`src/rtl/loop_stride_addr_gen.sv`:
```
// Multi-level loop address generator.
// Walks a nest of up to 2**LOOP_ID_W loops odometer-style. Each cycle it emits
// base + sum(idx_k * stride_k). The address is kept in an accumulator that is
// updated incrementally, so no multipliers are needed. Each loop keeps its own
// running offset (idx_k * stride_k). When a loop wraps, its offset is the span
// that has to be taken back out of the accumulator.
module loop_stride_addr_gen #(
    parameter int ADDR_WIDTH    = 8,
    parameter int ADDR_STRIDE_W = ADDR_WIDTH,
    parameter int LOOP_ID_W     = 5,
    parameter int LOOP_ITER_W   = 16
) (
    input  logic                     clk,
    input  logic                     reset,
    input  logic                     start,
    input  logic                     stall,
    input  logic [ADDR_WIDTH-1:0]    base_addr,
    input  logic                     cfg_loop_iter_v,
    input  logic [LOOP_ITER_W-1:0]   cfg_loop_iter,
    input  logic [LOOP_ID_W-1:0]     cfg_loop_iter_loop_id,
    input  logic                     cfg_addr_stride_v,
    input  logic [ADDR_STRIDE_W-1:0] cfg_addr_stride,
    output logic [ADDR_WIDTH-1:0]    addr_out,
    output logic                     addr_out_valid,
    output logic [LOOP_ID_W-1:0]     loop_index,
    output logic                     loop_index_valid,
    output logic                     loop_last_iter,
    output logic                     done
);

    localparam int NUM_LOOPS = 1 << LOOP_ID_W;
    localparam logic [LOOP_ID_W:0]   NL_ONE   = (LOOP_ID_W+1)'(1);
    localparam logic [LOOP_ID_W-1:0] PTR_ONE  = LOOP_ID_W'(1);
    localparam logic [LOOP_ITER_W-1:0] IDX_ONE = LOOP_ITER_W'(1);

    typedef enum logic {IDLE, RUN} state_t;

    state_t state_q, state_d;

    logic [LOOP_ID_W:0]       num_loops_q;
    logic [LOOP_ID_W-1:0]     stride_ptr_q;
    logic [LOOP_ITER_W-1:0]   iter_q   [NUM_LOOPS];
    logic [ADDR_STRIDE_W-1:0] stride_q [NUM_LOOPS];
    logic [LOOP_ITER_W-1:0]   idx_q    [NUM_LOOPS];
    logic [ADDR_WIDTH-1:0]    offset_q [NUM_LOOPS];
    logic [ADDR_WIDTH-1:0]    acc_q;
    logic [ADDR_WIDTH-1:0]    addr_hold_q;
    logic                     done_q;

    logic                  advance;
    logic                  cfg_en;
    logic                  go;
    logic                  finish;
    logic                  carry;
    logic                  all_max;
    logic [NUM_LOOPS-1:0]  change;
    logic [NUM_LOOPS-1:0]  wrap;
    logic [LOOP_ID_W-1:0]  lead_id;
    logic [ADDR_WIDTH-1:0] inc_stride;
    logic [ADDR_WIDTH-1:0] sub_sum;
    logic [ADDR_WIDTH-1:0] acc_next;

    // Strides are unsigned and are zero-extended or truncated to the address width.
    function automatic logic [ADDR_WIDTH-1:0] widen(input logic [ADDR_STRIDE_W-1:0] s);
        return ADDR_WIDTH'(s);
    endfunction

    // Nothing moves while stalled. This includes config writes and starts.
    assign advance = (state_q == RUN) && !stall;
    assign cfg_en  = (state_q == IDLE) && !stall;
    assign go      = cfg_en && start && (num_loops_q != '0);
    assign finish  = (advance && all_max) || (cfg_en && start && (num_loops_q == '0));

    // Carry chain from the innermost loop outward. It finds which loops step
    // or wrap, the outermost loop that moves, and the next accumulator value.
    always_comb begin
        carry      = 1'b1;
        change     = '0;
        wrap       = '0;
        lead_id    = '0;
        inc_stride = '0;
        sub_sum    = '0;
        for (int k = NUM_LOOPS - 1; k >= 0; k--) begin
            if (k < int'(num_loops_q)) begin
                change[k] = carry;
                if (carry) begin
                    lead_id = LOOP_ID_W'(k);
                    if (idx_q[k] == iter_q[k]) begin
                        wrap[k] = 1'b1;
                        sub_sum = sub_sum + offset_q[k];
                    end else begin
                        inc_stride = widen(stride_q[k]);
                    end
                end
                if (idx_q[k] != iter_q[k]) begin
                    carry = 1'b0;
                end
            end
        end
        all_max  = carry && (num_loops_q != '0);
        acc_next = acc_q + inc_stride - sub_sum;
    end

    // Next-state logic for the IDLE/RUN controller.
    always_comb begin
        state_d = state_q;
        case (state_q)
            IDLE:    if (go) state_d = RUN;
            RUN:     if (advance && all_max) state_d = IDLE;
            default: state_d = IDLE;
        endcase
    end

    // State register.
    always_ff @(posedge clk or negedge reset) begin
        if (!reset) begin
            state_q <= IDLE;
        end else begin
            state_q <= state_d;
        end
    end

    // Configuration storage. The completion pulse clears the loop count and the
    // stride pointer, but the stored values themselves are kept.
    always_ff @(posedge clk or negedge reset) begin
        if (!reset) begin
            num_loops_q  <= '0;
            stride_ptr_q <= '0;
            for (int k = 0; k < NUM_LOOPS; k++) begin
                iter_q[k]   <= '0;
                stride_q[k] <= '0;
            end
        end else begin
            if (cfg_en && cfg_loop_iter_v) begin
                iter_q[cfg_loop_iter_loop_id] <= cfg_loop_iter;
                if ({1'b0, cfg_loop_iter_loop_id} >= num_loops_q) begin
                    num_loops_q <= {1'b0, cfg_loop_iter_loop_id} + NL_ONE;
                end
            end
            if (cfg_en && cfg_addr_stride_v) begin
                stride_q[stride_ptr_q] <= cfg_addr_stride;
                stride_ptr_q           <= stride_ptr_q + PTR_ONE;
            end
            if (finish) begin
                num_loops_q  <= '0;
                stride_ptr_q <= '0;
            end
        end
    end

    // Walk datapath: the counters, the per-loop offsets, the accumulator, and the
    // last emitted address, which is held while stalled or idle.
    always_ff @(posedge clk or negedge reset) begin
        if (!reset) begin
            acc_q       <= '0;
            addr_hold_q <= '0;
            done_q      <= 1'b0;
            for (int k = 0; k < NUM_LOOPS; k++) begin
                idx_q[k]    <= '0;
                offset_q[k] <= '0;
            end
        end else begin
            done_q <= finish;
            if (cfg_en && start) begin
                acc_q <= base_addr;
                for (int k = 0; k < NUM_LOOPS; k++) begin
                    idx_q[k]    <= '0;
                    offset_q[k] <= '0;
                end
            end else if (advance) begin
                acc_q       <= acc_next;
                addr_hold_q <= acc_q;
                for (int k = 0; k < NUM_LOOPS; k++) begin
                    if (wrap[k]) begin
                        idx_q[k]    <= '0;
                        offset_q[k] <= '0;
                    end else if (change[k]) begin
                        idx_q[k]    <= idx_q[k] + IDX_ONE;
                        offset_q[k] <= offset_q[k] + widen(stride_q[k]);
                    end
                end
            end
        end
    end

    assign addr_out_valid   = advance;
    assign addr_out         = advance ? acc_q : addr_hold_q;
    assign loop_index_valid = advance;
    assign loop_index       = advance ? lead_id : '0;
    assign loop_last_iter   = advance && all_max;
    assign done             = done_q;

endmodule

```
`config.mk`:
```
export PLATFORM = sky130hd
export DESIGN_NAME = loop_stride_addr_gen
export DESIGN_NICKNAME = d
export VERILOG_FILES = /design/src/rtl/loop_stride_addr_gen.sv
export SDC_FILE = /design/constraint.sdc
export NUM_CORES = 2
export LEC_CHECK = 0
export ABC_AREA = 1
export BUFFER_PORTS_ARGS = -buffer_cell sky130_fd_sc_hd__buf_2
export CAP_MARGIN = 5
export CORE_MARGIN = 2
export CORE_UTILIZATION = 59
export CTS_CLUSTER_SIZE = 20
export DETAILED_ROUTE_END_ITERATION = 6
export PLACE_DENSITY = 0.78
export SLEW_MARGIN = 0
export SYNTH_ARGS = -nofsm -noshare
export SYNTH_HDL_FRONTEND = slang
export SYNTH_SLANG_ARGS = --single-unit
```
`constraint.sdc`:
```
create_clock -name clk -period 26.5 [get_ports clk]
set_input_delay 1.325 -clock clk [delete_from_list [all_inputs] [get_ports clk]]
set_output_delay 1.325 -clock clk [all_outputs]
set_load 0.01 [all_outputs]
```
==> metrics <==
top-count cell post-synth=nand2_1; largest family of logic cells by synthesized area=simple AND/OR/NAND/NOR gates; CP Capture Type=register; final hold vios=0; leading register cell type out of synthesis=dfrtp_1; Crit Path Category=register to register; Max clock buf depth=3; Synth top cells by count=2049 x nand2_1, 1695 x inv_1, 1565 x dfrtp_1; Remaining DRCs=2; CTS Buf Count=173; WL/cell=21.5 microns; Routed Wire Length=326 mm; gr ovfl total=0; gr usage total=39.0%; I/O Buffers=59; cell count after placement=14699; Root Driver=clkbuf_16; DR iter-0 viols=9932; H-tree levels=4; post-synthesis async set-or-reset flop share=100%; EDFF count, synth=0; largest net degree at the start of global routing=172; total number of vias=88977; hold_buf cts=0; design area=111000 sq um; mean number of vias per cell=5.88; CP dominant cell by count=nand2_2; min cycle time layout=26.98 ns; mux contribution to synthesized area=0%; max incr delay on CP=0.54 ns; GPL Wtd Cong=1.05; die area=165000 sq um; worst-path cell with the longest stage delay=fa_2; RSZ-0062 raised after global routing=yes; simple-gate area share of the yosys netlist=20.5%; Die X=406 microns; Detailed Place HPWL=227 mm; synthesized-area fraction occupied by adder cells=7.97%; critical path arrival=27.71 ns; Synth top area share=41.1%; setup violators final=2; Global Route met1 Usage=51.8%; initial antenna violation count=19; VDD IR max=0.000203 V; post-synthesis sequential area ratio=41.1%; clock-pin slew on the worst setup and hold paths=0.06 ns; P per Cell Area=99.9 nW/um^2; core area=160000 sq um; share of layout cells above drive strength 1=13.6%; clk sink count=1565; post-synthesis compound-gate area fraction=15.0%; Clock Latency Late Sink=0.87 ns; CTS tree=done; Max-slew headroom=11.6%; final clock skew=0.0471 ns; setup ws final=-0.476 ns; cell taking the most area after synthesis=dfrtp_1; Lkg Pwr=0.0532 uW; slew at the pin closest to its max-slew limit=1.32 ns; syn_nets=12811; initial core utilization=59.4%; synthesis-to-layout area growth=16.6%; Yosys cell types=66; Max Clk Rate=37.1 MHz; Cells after Synth=12203; Synthesis Warnings=0; post-layout util=69.3%; Cell Rows=147; Design Power=11100 uW; ranking of synthesized cells by area=dfrtp_1 41%, nand2_1 8.1%, inv_1 6.7%; Max FO, Critical Path=4; status=complete, but fails checks; vias in the first global route=85008; max cap viols=0; Worst Hold Class=input port to async pin; failing checks=design-rule violations, negative setup slack; fin cells=15141; DP Area=102000 sq um; met2 usage=58.7%; fin crit share=102%; crit start category=register; Synth Area in XOR/XNOR=7.03%; critical path data required time=27.23 ns; drt first pass iters=7; io pins=60; grt peak-use layer=met2; Post-Synthesis Cell Area=95300 sq um; first-pass GRT wire length=491 mm; nets=13447; Die Ht=406 microns; FF+latch count, synth=1565; syn avg cell area=7.81 sq um; final-report max-slew violation count=0; Antenna Nets Post-Route=0; GR Layer Usage met3=8.88%
-- path summary, 6_finish.rpt --
kind                       cells after the start  slack, ns      startpoint        endpoint
max                                          145      -0.48        idx_q[2]        acc_q[7]
min                                            1       0.46           reset      idx_q[325]
max reg2reg                                  145      -0.48        idx_q[2]        acc_q[7]
min reg2reg                                    2       0.48  addr_hold_q[7]  addr_hold_q[7]
max in group asynchronous                      4      22.71           reset     iter_q[504]
min in group clk                               2       0.48  addr_hold_q[7]  addr_hold_q[7]
-- through the flow --
stage | TNS (ns) | setup WS, ns | hold WS (ns)
2_1_floorplan | 0 | 0.0000124 | 0.443
6_report | -0.790 | -0.476 | 0.465
4_1_cts | -0.0768 | -0.0768 | 0.481
5_1_grt | -4.93 | -1.49 | 0.502
3_5_place_dp | -8.99 | -2.15 | 0.466
3_3_place_gp | -7.79 | -1.96 | 0.457
-- power by group --
group	total, uW	switching, uW	internal [uW]
Clock	2530	1050	1480
Combinational	5180	3080	2100
Sequential	3380	502	2880
-- area by class of cell --
type	count	area [sq um]
Sequential cell	1565	39200
Fill cell	12756	49300
Multi-Input combinational cell	8513	50500
Antenna cell	10	25.0
Timing Repair Buffer	834	6250
Inverter	1752	6590
Clock buffer	249	4990
Clock inverter	58	862
Tap cell	2160	2700
-- routing by layer --
metal | share of wire, % | up-vias | wire length (microns)
met5 | 0.019 | - | 63
met4 | 6.5 | 10 | 21100
met3 | 11 | 959 | 34600
met2 | 44 | 4220 | 142000
met1 | 39 | 42554 | 128000
li1 | - | 41234 | -
-- logic make-up (layout without fill, tap and decap cells) --
| family | count (synthesis) | after routing |
|---|---|---|
| xor+xnor | 765 | 765 |
| other cells | 0 | 10 |
| flops | 1565 | 1565 |
| simple gates | 4640 | 4640 |
| buf+inv | 2125 | 2893 |
| fa+ha+maj | 565 | 565 |
| compound gates | 2543 | 2543 |
-- registers in the layout (all words and copies together), names as in the netlist --
signal        count
acc_q             8
addr_hold_q       8
done              1
idx_q           512
iter_q          512
num_loops_q       6
offset_q        256
state_q           1
stride_ptr_q      5
stride_q        256
-- worst max-delay path: cells and delay by family, from the launching register on --
kind	cells	cell delay (ns)
fa+ha+maj	34	15.25
simple gates	80	8.71
compound gates	9	1.38
buf+inv	22	1.07
flops	1	0.41
-- timing repair --
item	CTS	global route
setup endpoints to repair	7	6
gates resized for setup	255	260
pin swaps	159	160
buffers inserted	78	46
-- cell usage in the layout (no fill, tap or decap), types with 150 or more instances in the layout --
cell type / instances
a21oi_1: 762
buf_4: 756
clkbuf_16: 176
dfrtp_1: 1565
ha_1: 406
inv_1: 1623
nand2_1: 1941
nand3_1: 485
nand4_1: 150
nor2_1: 1382
nor3_1: 199
o21ai_0: 1025
o22ai_1: 270
xnor2_1: 284
xor2_1: 472
(Power assumes the default switching activity.)
